--- src/rtl/key_sender_if.sv ---
// Handshake bundle between the key host, the key_sender and the downstream checker.
// Ports: start/key/start_ready (load side), data/data_valid/data_ready (symbol stream),
//        busy/done (status). master = host/checker side, slave = key_sender.
interface key_sender_if;
  logic        start;
  logic [55:0] key;
  logic        start_ready;
  logic [6:0]  data;
  logic        data_valid;
  logic        data_ready;
  logic        busy;
  logic        done;

  modport master (
    output start, key, data_ready,
    input  start_ready, data, data_valid, busy, done
  );

  modport slave (
    input  start, key, data_ready,
    output start_ready, data, data_valid, busy, done
  );
endinterface

--- src/rtl/key_sender.sv ---
// Purpose: streams a 56-bit key to a slot-scrambling checker as eight 7-bit symbols.
// Latency: first symbol valid the cycle after an accepted start; done pulses after the 8th consume.
// Backpressure: data_ready low freezes the symbol, slot index and count; data_valid stays high.
// Ports: clk, rst_n (async active-low); ks (slave modport): start/key/start_ready load a key,
//        data/data_valid/data_ready carry symbols, busy spans start..DONE, done is a 1-cycle pulse.
module key_sender #(
  // Slot-index stride used by the checker; must be odd so all 8 slots are visited.
  parameter int unsigned STEP = 5
) (
  input logic         clk,
  input logic         rst_n,
  key_sender_if.slave ks
);

  typedef enum logic [1:0] {
    IDLE = 2'd0,
    SEND = 2'd1,
    DONE = 2'd2
  } state_t;

  localparam logic [2:0] STEP_W = 3'(STEP % 8);

  state_t      state_q, state_d;
  logic [55:0] key_q, key_d;
  logic [2:0]  slot_idx_q, slot_idx_d;
  logic [2:0]  sym_cnt_q, sym_cnt_d;
  logic        init_q;

  logic [55:0] magic;
  logic [6:0]  slot [8];

  logic        start_ready;
  logic [6:0]  data;
  logic        data_valid;
  logic        done;

  // Undo the checker's bit scramble so that, once it writes the symbols back into its
  // slots, its internal word equals the key.
  always_comb begin
    magic         = '0;
    magic[9:0]    = key_q[55:46];
    magic[41:22]  = key_q[45:26];
    magic[21:10]  = key_q[25:14];
    magic[55:42]  = key_q[13:0];
  end

  // Checker slot layout is not in index order; slot N is the 7-bit field it writes at index N.
  always_comb begin
    slot[0] = magic[55:49];
    slot[5] = magic[48:42];
    slot[6] = magic[41:35];
    slot[2] = magic[34:28];
    slot[4] = magic[27:21];
    slot[3] = magic[20:14];
    slot[7] = magic[13:7];
    slot[1] = magic[6:0];
  end

  always_ff @(posedge clk or negedge rst_n) begin
    if (!rst_n) begin
      state_q    <= IDLE;
      key_q      <= '0;
      slot_idx_q <= '0;
      sym_cnt_q  <= '0;
      init_q     <= 1'b0;
    end else begin
      state_q    <= state_d;
      key_q      <= key_d;
      slot_idx_q <= slot_idx_d;
      sym_cnt_q  <= sym_cnt_d;
      // start_ready is held off until the first edge after reset release.
      init_q     <= 1'b1;
    end
  end

  always_comb begin
    state_d     = state_q;
    key_d       = key_q;
    slot_idx_d  = slot_idx_q;
    sym_cnt_d   = sym_cnt_q;
    start_ready = 1'b0;
    data        = '0;
    data_valid  = 1'b0;
    done        = 1'b0;

    case (state_q)
      IDLE: begin
        start_ready = init_q;
        if (ks.start && init_q) begin
          key_d      = ks.key;
          slot_idx_d = '0;
          sym_cnt_d  = '0;
          state_d    = SEND;
        end
      end
      SEND: begin
        data       = slot[slot_idx_q];
        data_valid = 1'b1;
        if (ks.data_ready) begin
          slot_idx_d = slot_idx_q + STEP_W;
          sym_cnt_d  = sym_cnt_q + 3'd1;
          if (sym_cnt_q == 3'd7) begin
            state_d = DONE;
          end
        end
      end
      DONE: begin
        done    = 1'b1;
        state_d = IDLE;
      end
      default: begin
        state_d = IDLE;
      end
    endcase
  end

  assign ks.start_ready = start_ready;
  assign ks.data        = data;
  assign ks.data_valid  = data_valid;
  assign ks.done        = done;
  assign ks.busy        = (state_q != IDLE);

endmodule

--- src/flat_wrapper.sv ---
// flat-port wrapper written by rule: the top's interface ports become plain ports
module key_sender_flat 
#(
                                                                                   
  parameter int unsigned STEP = 5
)
  (clk, rst_n, ks_start, ks_key, ks_data_ready, ks_start_ready, ks_data, ks_data_valid, ks_busy, ks_done);
  key_sender_if ks_i ();
  input logic clk;
  input logic rst_n;
  input wire logic [$bits(ks_i.start)-1:0] ks_start;
  input wire logic [$bits(ks_i.key)-1:0] ks_key;
  input wire logic [$bits(ks_i.data_ready)-1:0] ks_data_ready;
  output wire logic [$bits(ks_i.start_ready)-1:0] ks_start_ready;
  output wire logic [$bits(ks_i.data)-1:0] ks_data;
  output wire logic [$bits(ks_i.data_valid)-1:0] ks_data_valid;
  output wire logic [$bits(ks_i.busy)-1:0] ks_busy;
  output wire logic [$bits(ks_i.done)-1:0] ks_done;
  assign ks_i.start = ks_start;
  assign ks_i.key = ks_key;
  assign ks_i.data_ready = ks_data_ready;
  assign ks_start_ready = ks_i.start_ready;
  assign ks_data = ks_i.data;
  assign ks_data_valid = ks_i.data_valid;
  assign ks_busy = ks_i.busy;
  assign ks_done = ks_i.done;
  key_sender #(.STEP(STEP)) u_core (.clk(clk), .rst_n(rst_n), .ks(ks_i));
endmodule
--- config.mk ---
export PLATFORM = sky130hd
export DESIGN_NAME = key_sender_flat
export DESIGN_NICKNAME = d
export VERILOG_FILES = /design/src/rtl/key_sender_if.sv /design/src/rtl/key_sender.sv /design/src/flat_wrapper.sv
export SDC_FILE = /design/constraint.sdc
export NUM_CORES = 1
export LEC_CHECK = 0
export ABC_AREA = 0
export CORE_MARGIN = 4
export CORE_UTILIZATION = 51
export DETAILED_ROUTE_END_ITERATION = 7
export PLACE_DENSITY = 0.8
export SLEW_MARGIN = 25
export SYNTH_ARGS = -nofsm -noshare
export SYNTH_HDL_FRONTEND = slang
export SYNTH_SLANG_ARGS = --single-unit
--- constraint.sdc ---
create_clock -name clk -period 1.85 [get_ports clk]
set_clock_uncertainty 0.1 [all_clocks]
set_input_delay 0.37 -clock clk [delete_from_list [all_inputs] [get_ports clk]]
set_output_delay 0.37 -clock clk [all_outputs]
set_load 0.03 [all_outputs]
### Word level (Yosys, flattened, before mapping)

Cells that the tools add are included.
Widths: inputs -> output; s select.

* $add $sub $neg: 2
* $lt $le $gt $ge: 1
* equality and inequality tests: 6
* muxes and demuxes: 16
* bitwise logic cells: 1
* reduce and logical (&&, ||, !) cells: 7

Operator list (count)
* $bmux 7 s3: 1
* $mux 7: 3
* $pmux 3 s2: 2
* $mux 3: 3
* $mux 2: 3
* $reduce_and 3->1: 2
* $ge 4x4->1 const B: 1
* $ne 2x1->1 const B: 2
* $not 3->4: 1
* $pmux 2 s2: 1
* $reduce_bool 2->1: 2
* $add 3x1->3 const B: 1
* $add 3x3->3 const B: 1
* $eq 3x3->1 const B: 1
* $mux 1: 3
* $eq 2x1->1 const B: 1
* $eq 2x2->1 const B: 1
* $logic_not 2->1: 1
* $ne 2x2->1 const B: 1
* $reduce_and 2->1: 1
* $logic_and 1x1->1: 1

* flip-flop bits (word level): 65
* input port bits: 60
* output and inout bits: 11
* logic and storage cells: 38

### Logic depth before layout (Yosys ltp)

Gate-level depths: netlist of run 1.

* depth after elaboration: 5
* gate-level depth with buffers: 5
* gate-level depth less buffers: 4

### Worst setup path after synthesis of run 1

Ideal clock, no wire load.

* kind: register to output
* start: reg u_core.state_q[0]
* end: out ks_data[0]
* data arrival time: 1.344 ns
* data required time: 1.380 ns
* slack: 0.036 ns
* cell stages (with the launch flop): 4
* buffers on the path: 1
* cells stage by stage: dfrtp_1 > nor2b_1 > clkbuf_1 > and3_1

* word-level cells in the longest chain between the ends: 2

RTL lines
* start: declaration: line key_sender.sv:23 `state_t state_q, state_d;`
* start signal: assignment: line key_sender.sv:67 `state_q <= state_d;`
* $eq 2x1->1: line key_sender.sv:86 `case (state_q)`
* $mux 7: line key_sender.sv:86
* end: declaration: line flat_wrapper.sv:15 `output wire logic [$bits(ks_i.data)-1:0] ks_data;`

Every way passes these cells.

### Worst setup path in the final report of run 1

* start: reg u_core.slot_idx_q[1]
* end: out ks_data[1]

* word-level cells in the longest chain between the ends: 5

RTL lines
* start: declaration: line key_sender.sv:25 `logic [2:0] slot_idx_q, slot_idx_d;`
* start signal: assignment: line key_sender.sv:69 `slot_idx_q <= slot_idx_d;`
* $not 3->4 (not written as such): line key_sender.sv:97 `data = slot[slot_idx_q];`
* $bmux 7 s3: line key_sender.sv:97
* $mux 7 (not written as such) (2 in series): line key_sender.sv:97
* $mux 7: line key_sender.sv:86

Every way passes these cells. The select of a mux whose other input is x is not followed.

==> impl_metrics.json, run 1 <==
{
  "violations": "negative setup slack",
  "rows": 28,
  "grt_util_all_layers": 0.196,
  "crit_type": "reg -> out",
  "syn_area_um2": 3250,
  "area_delta_synth_final_pct": 36.7,
  "synth_adder_area_share": 0.0116,
  "drc": 0,
  "netSwitchingFraction": 0.346,
  "gp_congestion": 0.833,
  "synthXorXnorAreaFrac": 0,
  "p_leak_uw": 0.00199,
  "initialDrtViolationCount": 42,
  "clock_tree.htree_level_count": 3,
  "fmax_ghz": 0.459,
  "outcome": "finished with violations",
  "setup-violations-final": 7,
  "synth_top_family_by_area": "multiplexers",
  "cts_made_buffers": 9,
  "die_h_um": 87.8,
  "synth-seq-cells": 65,
  "fin_crit_ns": 2.18,
  "min_from": "u_core.key_q[17]",
  "syn-num-nets": 281,
  "pwr-share-seq": 0.338,
  "ir_worst_vdd_mv": 1.46,
  "fin_nets": 371,
  "coreArea_um2": 6060,
  "n_antenna_cell": 0,
  "drive_above_1_share": 0.367,
  "grt_start_max_net_pins": 66,
  "endpoint_kind": "output port",
  "clk_path_buf_depth": 2,
  "fp.dieArea_um2": 7700,
  "overflow": 0,
  "fillers": 416,
  "drv_slew": 0,
  "fin_ws_ns": -0.331,
  "rsz0062_at_grt": "true",
  "p_sw_uw": 2680,
  "wl_per_cell_um": 18.8,
  "postLayoutCellArea_um2": 4440,
  "clock_sinks": 65,
  "multiInputGateArea_um2": 1520,
  "place_area_um2": 4090,
  "grt_pass1_wl_mm": 11.2,
  "layout_common_cells": "64 x dfrtp_1, 58 x clkdlybuf4s50_1, 50 x mux2_4, 23 x mux2i_1, 15 x buf_4",
  "avgViaCountPerCell": 5.34,
  "min_period_over_period": 1.18,
  "final_common_cell": "dfrtp_1",
  "worstSetupStartpoint": "u_core.slot_idx_q[1]",
  "clkLatencyLatePin_ns": 0.33,
  "critical_path.max_fanout": 15,
  "synth_compound_area_frac": 0.0466,
  "ys.warnings.count": 0,
  "seq_area_um2": 1630,
  "share_comb_of_total_power": 0.498,
  "wirelength_mm": 7.30,
  "synthSimpleGateAreaFrac": 0.0478,
  "die_x_um": 87.8,
  "root_buffer": "clkbuf_8",
  "grt_pass1_vias": 2217,
  "grt_antenna_before_repair": 0,
  "synthCells": 218,
  "vias": 2071,
  "numPortBuffers": 70,
  "hold_viol_final": 0,
  "start_util": 0.536,
  "syn_avg_cell_area_um2": 14.9,
  "pin_count": 71,
  "cts_tree": "yes",
  "ys_seq_area_frac": 0.501,
  "timing.rr.start": "u_core.state_q[0]",
  "p_clk_frac": 0.164,
  "required_ns": 1.38,
  "cap_violations": 0,
  "dr.pass1.iters": 6,
  "p_per_area_nw_per_um2": 1750,
  "clkTransAtPathRegs_ns": 0.08,
  "ys_types": 27,
  "cp.arrival_ns": 1.71,
  "dpl.hpwl_mm": 5.12,
  "detail-route-antenna-nets": 0,
  "post-route-util": 0.732,
  "intPower_uw": 5070,
  "hp-class": "reg -> reg",
  "start_kind": "flop",
  "synth.area.mux_share": 0.338
}
## repair_timing
| action | CTS | global route |
|---|---|---|
| hold buffers | 1 | 0 |
| endpoints found under the setup margin | 9 | 8 |
| gates resized for setup | 14 | 14 |
| cloned | 0 | 0 |
| pin swaps | 1 | 4 |
| setup buffers | 0 | 2 |
| hold endpoints to repair | 65 | 0 |
## cells by family after synthesis
logic type / after synthesis
compound gates: 22
fa+ha+maj: 3
buf+inv: 18
flops: 65
mux: 84
other cells: 1
simple gates: 25
## metrics by stage
stage	setup slack, ns	hold WS [ns]	cells	total power [uW]	setup TNS, ns
detailed placement	-0.0993	0.317	369	6120	-4.15
CTS	-0.358	0.411	386	7570	-2.35
floorplan	0.0359	-0.0256	218	4970	0
global route	-0.401	0.415	388	8200	-2.63
finish	-0.331	0.406	388	7740	-1.98
global placement	-0.107	0.309	369	5970	-4.59
## layer usage
metal,vias up,track usage,part of all wire
met4,0,0.0544,0.013
met3,11,0.0734,0.071
met2,60,0.318,0.50
met5,-,0,0
met1,1032,0.245,0.41
li1,968,-,-
## registers in the layout, summed over array words and instances, names as in the netlist
register and count:
u_core.state_q 2, u_core.key_q 56, u_core.slot_idx_q 3, u_core.sym_cnt_q 3, u_core.init_q 1
## cell usage after synthesis
cell | instances | area share
a21o_1 | 1 | 0.0023
a21oi_1 | 1 | 0.0015
a22oi_1 | 14 | 0.032
and2_1 | 1 | 0.0019
and3_1 | 8 | 0.015
buf_12 | 5 | 0.031
buf_2 | 1 | 0.0015
buf_4 | 2 | 0.0046
buf_6 | 2 | 0.0069
clkbuf_1 | 4 | 0.0046
conb_1 | 1 | 0.0012
dfrtp_1 | 65 | 0.50
ha_1 | 3 | 0.012
inv_1 | 4 | 0.0046
mux2_1 | 3 | 0.010
mux2_2 | 3 | 0.010
mux2_4 | 50 | 0.23
mux2i_1 | 28 | 0.086
nand2_1 | 4 | 0.0046
nand3b_1 | 3 | 0.0069
nor2_1 | 2 | 0.0023
nor2b_1 | 4 | 0.0077
nor4bb_2 | 1 | 0.0050
o21ai_0 | 3 | 0.0046
o22ai_1 | 3 | 0.0058
or2_2 | 1 | 0.0019
or3_1 | 1 | 0.0019
## path summary, 6_finish.rpt
| check | to | slack (ns) | depth (start not counted) |
|---|---|---|---|
| max | ks_data[1] | -0.33 | 5 |
| min | u_core.key_q[17] | 0.41 | 1 |
| max reg2reg | u_core.key_q[48] | 0.10 | 5 |
| min reg2reg | u_core.key_q[17] | 0.41 | 1 |
| max in group asynchronous | u_core.slot_idx_q[1] | 0.90 | 3 |
| min in group asynchronous | u_core.key_q[8] | 0.46 | 3 |
## final cells by class
class	count	share of cell area
clock buffers	12	0.0372
clock inverters	4	0.0113
inverters	4	0.00339
multi-input cells	135	0.343
flip-flops and latches	65	0.367
well taps	75	0.0212
repair buffers	93	0.217
## worst max-delay path, cell delays in order (launching register included)
cell and delay, ns:
dfrtp_2 0.44, buf_12 0.18, mux2i_4 0.20, a22oi_2 0.20, and3_4 0.22, buf_6 0.13
## power groups by stage
stage	registers (uW)	logic, uW	clock network, uW
final	2620	3860	1270
after global routing	2700	4130	1370
after CTS	2580	3680	1300
after detailed placement	2570	3550	0
after global placement	2530	3450	0
after floorplan	2420	2540	0
(Power assumes the default switching activity.)
==> run 2, diff against run 1 <==
Settings changed: CORE_ASPECT_RATIO set to 0.8.
==> run 2 against run 1 <==
Net effect: the flow still finishes with violations (negative setup slack); clock power decreased by 8%; count of clock-buffer cells in the layout shrank 1; global-route usage shrank 0.41 points; final area increased by 2.9%; worst setup slack gained 0.020 ns; flip-flop and latch count unchanged; die area hardly changed; critical path type unchanged; critical endpoint is now ks_data[5]; largest power group unchanged.
==> impl_metrics.json, run 2 (same netlist as run 1, synthesis figures left out) <==
{
  "drv_slew": 0,
  "rows": 25,
  "grt_use_met2": 0.298,
  "seq_area_um2": 1630,
  "grt_antenna_before_repair": 0,
  "outcome": "finished with violations",
  "gp_congestion": 0.783,
  "root_buffer": "clkbuf_8",
  "preCtsSetupSlack_ns": -0.155,
  "rsz0062_at_grt": "true",
  "crit_type": "reg -> out",
  "endpoint_kind": "output port",
  "grt_pass1_vias": 2195,
  "gr-max-usage-layer": "met2",
  "required_ns": 1.38,
  "place_area_um2": 4100,
  "r2r_slack_ns": -0.06,
  "clk_path_buf_depth": 2,
  "critical_path.max_fanout": 9,
  "fmax_ghz": 0.463,
  "numPortBuffers": 70,
  "drc": 0,
  "post-route-util": 0.756,
  "die_x_um": 97.2,
  "violations": "negative setup slack",
  "fin_crit_ns": 2.16,
  "grtUsageMet1": 0.253,
  "endpoint": "ks_data[5]",
  "p_leak_uw": 0.00206,
  "min_period_over_period": 1.17,
  "grt_pass1_wl_mm": 11.3,
  "dr.pass1.iters": 4,
  "clock_sinks": 65,
  "clock_tree.htree_level_count": 3,
  "clkLatencyLatePin_ns": 0.34,
  "worstSetupStartpoint": "u_core.slot_idx_q[1]",
  "regMostFlops": "u_core.key_q",
  "layout_common_cells": "64 x dfrtp_1, 58 x clkdlybuf4s50_1, 54 x mux2_4, 24 x mux2i_1, 15 x buf_6",
  "avgViaCountPerCell": 5.32,
  "wl_per_cell_um": 18.3,
  "dpl.hpwl_mm": 4.81,
  "fp.dieArea_um2": 7710,
  "wirelength_mm": 7.32,
  "detail-route-antenna-nets": 0,
  "cts_made_buffers": 9,
  "start_kind": "flop",
  "setup-violations-final": 63,
  "largest_reg_flops": 56,
  "pin_count": 71,
  "initialDrtViolationCount": 117,
  "r2r_cells": 6,
  "cap_violations": 0,
  "fin_nets": 378,
  "reg_top3": "u_core.key_q: 56 flops, u_core.slot_idx_q: 3 flops, u_core.sym_cnt_q: 3 flops",
  "p_per_area_nw_per_um2": 1710,
  "hp-class": "reg -> reg",
  "timing.rr.start": "u_core.state_q[0]",
  "fillers": 365,
  "grt.met3_usage": 0.0790,
  "final_common_cell": "dfrtp_1",
  "start_util": 0.538,
  "die_h_um": 79.4,
  "vias": 2133,
  "clkTransAtPathRegs_ns": 0.07,
  "overflow": 0,
  "fin_ws_ns": -0.311,
  "grt_util_all_layers": 0.192,
  "ir_worst_vdd_mv": 1.21,
  "power_uw": 7830,
  "timing.rr.end": "u_core.key_q[18]",
  "drive_above_1_share": 0.381,
  "grt_start_max_net_pins": 66,
  "area_delta_synth_final_pct": 40.6,
  "cts_tree": "yes",
  "multiInputGateArea_um2": 1520,
  "postLayoutCellArea_um2": 4560,
  "n_antenna_cell": 0,
  "hold_viol_final": 0,
  "cp.arrival_ns": 1.69,
  "coreArea_um2": 6040
}
[run 2: changes by cell type in the layout (fill, tap and decap cells not counted), moves of 2 or more]
cell and change:
buf_4 -4, mux2i_4 -3, clkbuf_16 +4, clkbuf_8 -2, buf_2 +2, buf_6 +5, mux2_2 -2, mux2_4 +4
mux2_1 -2, mux2i_2 +2
[run 2: per-layer routing]
layer,vias up,part of all wire
met3,6,0.057
met5,-,0
met1,1082,0.45
met2,62,0.48
li1,983,-
met4,0,0.0086
[run 2: how the worst min path moves through the flow]
stage	start	to	slack [ns]	depth (start not counted)
3_3_place_gp	rst_n	u_core.key_q[38]	0.31	2
4_1_cts	u_core.key_q[17]	u_core.key_q[17]	0.40	1
5_1_grt	u_core.key_q[17]	u_core.key_q[17]	0.41	1
6_report	u_core.key_q[17]	u_core.key_q[17]	0.39	1
3_5_place_dp	rst_n	u_core.key_q[13]	0.30	2
2_1_floorplan	rst_n	u_core.init_q	-0.03	0
[run 2: repair_timing]
item                       4_1_cts  5_1_grt
hold endpoints to repair        65        0
hold buffers                     1        0
setup endpoints to repair        9       14
resized for setup               15       25
cloned                           0        5
setup buffers                    0        5
pin swaps                        0        6
[run 2: area by class of cell]
cell class / instances / area share
flip-flops and latches: 65 / 0.357
multi-input cells: 135 / 0.333
repair buffers: 100 / 0.242
clock buffers: 11 / 0.0310
well taps: 81 / 0.0222
clock inverters: 5 / 0.0121
inverters: 4 / 0.00329
[run 2: where the power goes]
part	internal [uW]	leakage [uW]	switching (uW)
Sequential	2120	0.000780	480
Clock	654	0.0000953	512
Combinational	2380	0.00118	1680
[run 2: through the flow]
step	instances	setup TNS (ns)	hold slack, ns
global route	401	-8.23	0.407
finish	401	-3.69	0.389
CTS	391	-2.16	0.396
global placement	374	-5.30	0.310
floorplan	218	0	-0.0256
detailed placement	374	-6.82	0.302
[run 2: worst max-delay path: stages (launching register included)]
cell	delay, ns
dfrtp_2	0.47
clkbuf_16	0.20
mux2i_1	0.13
a22oi_1	0.20
and3_1	0.21
buf_6	0.14
==> run 3, diff against run 2 <==
Settings changed: ABC_AREA 0 to 1, CORE_UTILIZATION 51 to 55, DONT_BUFFER_PORTS set to 1, PLACE_DENSITY 0.8 to 0.7.
==> run 3 against run 2 <==
Net effect: utilization fell by 8.5 points; the run ends with negative hold slack, negative setup slack left; global-route usage rose by 2.5 points; final area fell by 18%; largest power group unchanged; synthesized cell count rose by 90%; non-clock buffer count fell by 77; flip-flop and latch count did not move.
==> impl_metrics.json, run 3 <==
{
  "overflow": 0,
  "p_leak_uw": 0.00195,
  "n_antenna_cell": 0,
  "async_flop_share": 1.00,
  "synth_commonest_cells": "80 x nand2_1, 75 x nor2_1, 65 x dfrtp_1, 65 x inv_1, 40 x nand3_1",
  "endpoint_kind": "output port",
  "grt_pass1_wl_mm": 12.1,
  "largest_reg_flops": 56,
  "cts_tree": "yes",
  "reg_top3": "u_core.key_q: 56 flops, u_core.slot_idx_q: 3 flops, u_core.sym_cnt_q: 3 flops",
  "ys_types": 15,
  "dpl.hpwl_mm": 5.07,
  "max_slew_margin": 0.643,
  "syn-num-nets": 478,
  "final_common_cell": "nand2_1",
  "area_delta_synth_final_pct": 15.9,
  "grt_start_max_net_pins": 69,
  "gp_congestion": 0.900,
  "start_util": 0.579,
  "p_per_area_nw_per_um2": 1940,
  "hold_viol_final": 65,
  "crit_type": "reg -> out",
  "setup-violations-final": 7,
  "clkTransAtPathRegs_ns": 0.07,
  "wl_per_cell_um": 14.5,
  "synth-seq-cells": 65,
  "multiInputGateArea_um2": 1270,
  "power_uw": 7230,
  "crit_buf_inv": 2,
  "root_buffer": "clkbuf_8",
  "clkLatencyLatePin_ns": 0.34,
  "synthCells": 415,
  "wirelength_mm": 7.39,
  "die_h_um": 76.4,
  "clock_tree.htree_level_count": 3,
  "p_clk_frac": 0.189,
  "coreArea_um2": 5560,
  "avgViaCountPerCell": 5.15,
  "intPower_uw": 4240,
  "grt_pass1_vias": 2511,
  "start_kind": "flop",
  "syn_avg_cell_area_um2": 7.75,
  "stdcell_count": 510,
  "min_period_over_period": 1.12,
  "vias": 2627,
  "fmax_ghz": 0.482,
  "regMostFlops": "u_core.key_q",
  "fin_nets": 490,
  "place_inst": 490,
  "fin_crit_ns": 2.07,
  "postLayoutCellArea_um2": 3730,
  "rsz0062_at_grt": "true",
  "numPortBuffers": 0,
  "drc": 0,
  "netSwitchingFraction": 0.413,
  "ys_seq_area_frac": 0.505,
  "initialDrtViolationCount": 242,
  "share_comb_of_total_power": 0.479,
  "cp_slowest_cell": "dfrtp_2",
  "max_stage_delay_ns": 0.45,
  "synth_area_leaders": "dfrtp_1 51%, nand2_1 9.3%, nor2_1 8.7%",
  "grt_util_all_layers": 0.217,
  "synth_edf_count": 0,
  "drive_above_1_share": 0.178,
  "cp.arrival_ns": 1.60,
  "ir_worst_vdd_mv": 0.869,
  "p_sw_uw": 2990,
  "dr.pass1.iters": 5,
  "violations": "negative hold slack, negative setup slack",
  "syn_area_um2": 3220,
  "drv_slew": 0,
  "tns_ns": -1.41,
  "required_ns": 1.38,
  "holdWs_ns": -0.387,
  "outcome": "finished with violations",
  "grt_antenna_before_repair": 0,
  "clk_path_buf_depth": 2,
  "synth_top_flop_cell": "dfrtp_1",
  "path_cells": "buf_6 -> nand2_1 -> nand3_1 -> nand3_1 -> nand2_1 -> nor2_1 -> buf_4",
  "fillers": 500,
  "layout_common_cells": "77 x nand2_1, 74 x nor2_1, 63 x inv_1, 63 x dfrtp_1, 37 x a21oi_1",
  "die_x_um": 93.5,
  "ys.warnings.count": 0,
  "detail-route-antenna-nets": 0,
  "seq_area_um2": 1630,
  "place_area_um2": 3370,
  "crit_family": "simple AND/OR/NAND/NOR gates",
  "fp.dieArea_um2": 7150,
  "fin_ws_ns": -0.225,
  "rows": 24,
  "clock_sinks": 65,
  "cts_made_buffers": 9,
  "critical_path.max_fanout": 16,
  "cap_violations": 0,
  "hp-class": "in -> async",
  "pin_count": 71,
  "synth_top_area_share": 0.505,
  "synth_top_area_cell": "dfrtp_1",
  "pwr-share-seq": 0.332,
  "synth_most_common_cell": "nand2_1",
  "worst_pin_slew_ns": 0.535
}
-- run 3: cell families (layout without fill, tap and decap cells) --
logic type      after synthesis  after routing  share of synthesized area
simple gates                196            196                      0.245
flops                        65             65                      0.505
compound gates               61             61                      0.118
fa+ha+maj                     3              3                     0.0117
buf+inv                      89            106                      0.119
other cells                   1              1                    0.00117
-- run 3: repair_timing --
action,in CTS,in global routing
hold endpoints to repair,65,65
cloned,1,2
setup endpoints to repair,7,9
buffers inserted,0,1
pin swaps,3,3
resized for setup,11,15
-- run 3: worst paths after layout --
path / start / to / slack (ns) / depth (start not counted)
worst max-delay path: u_core.slot_idx_q[0] / ks_data[4] / -0.22 / 7
worst min-delay path: rst_n / u_core.key_q[13] / -0.39 / 0
worst max register to register: u_core.state_q[0] / u_core.key_q[46] / 0.45 / 5
worst min register to register: u_core.sym_cnt_q[1] / u_core.sym_cnt_q[1] / 0.41 / 2
max in group asynchronous: rst_n / u_core.slot_idx_q[1] / 1.94 / 0
min in group clk: ks_key[52] / u_core.key_q[52] / 0.08 / 2
-- run 3: layout make-up --
type	count	share of cell area
Timing Repair Buffer	23	0.0647
Tap cell	78	0.0262
Clock inverter	5	0.0208
Multi-Input combinational cell	261	0.340
Inverter	66	0.0691
Sequential cell	65	0.437
Clock buffer	11	0.0406
Timing Repair inverter	1	0.00201
-- run 3: per-stage QoR --
step	worst slack, ns	hold WS, ns	utilization
2_1_floorplan	0.0237	-0.0256	-
3_3_place_gp	0.127	-0.0233	0.607
3_5_place_dp	0.109	-0.0239	0.607
4_1_cts	-0.233	-0.402	0.659
5_1_grt	-0.318	-0.413	0.671
6_report	-0.225	-0.387	0.671
-- run 3: power by group through the flow --
stage | sequential, uW | combinational, uW | clock [uW]
final | 2400 | 3460 | 1370
after floorplan | 2290 | 2350 | 0
after global routing | 2460 | 3840 | 1460
after global placement | 2360 | 3100 | 0
after CTS | 2360 | 3330 | 1400
after detailed placement | 2380 | 3170 | 0
-- run 3: worst reg2reg max path: cells and delay by family, from the launching register on --
| family | cells | cell delay, ns |
|---|---|---|
| AOI/OAI and AO/OA | 1 | 0.04 |
| and+or+nand+nor | 3 | 0.49 |
| DFF | 1 | 0.43 |
| buffers and inverters | 1 | 0.22 |
-- run 3: routing by layer --
| layer | track usage | share of wire | vias to the layer above | wire length, um |
|---|---|---|---|---|
| met5 | 0 | 0 | - | 0 |
| met4 | 0.0747 | 0.018 | 0 | 133 |
| met3 | 0.0622 | 0.079 | 16 | 585 |
| met2 | 0.323 | 0.46 | 102 | 3410 |
| met1 | 0.302 | 0.44 | 1215 | 3270 |
| li1 | - | - | 1294 | - |
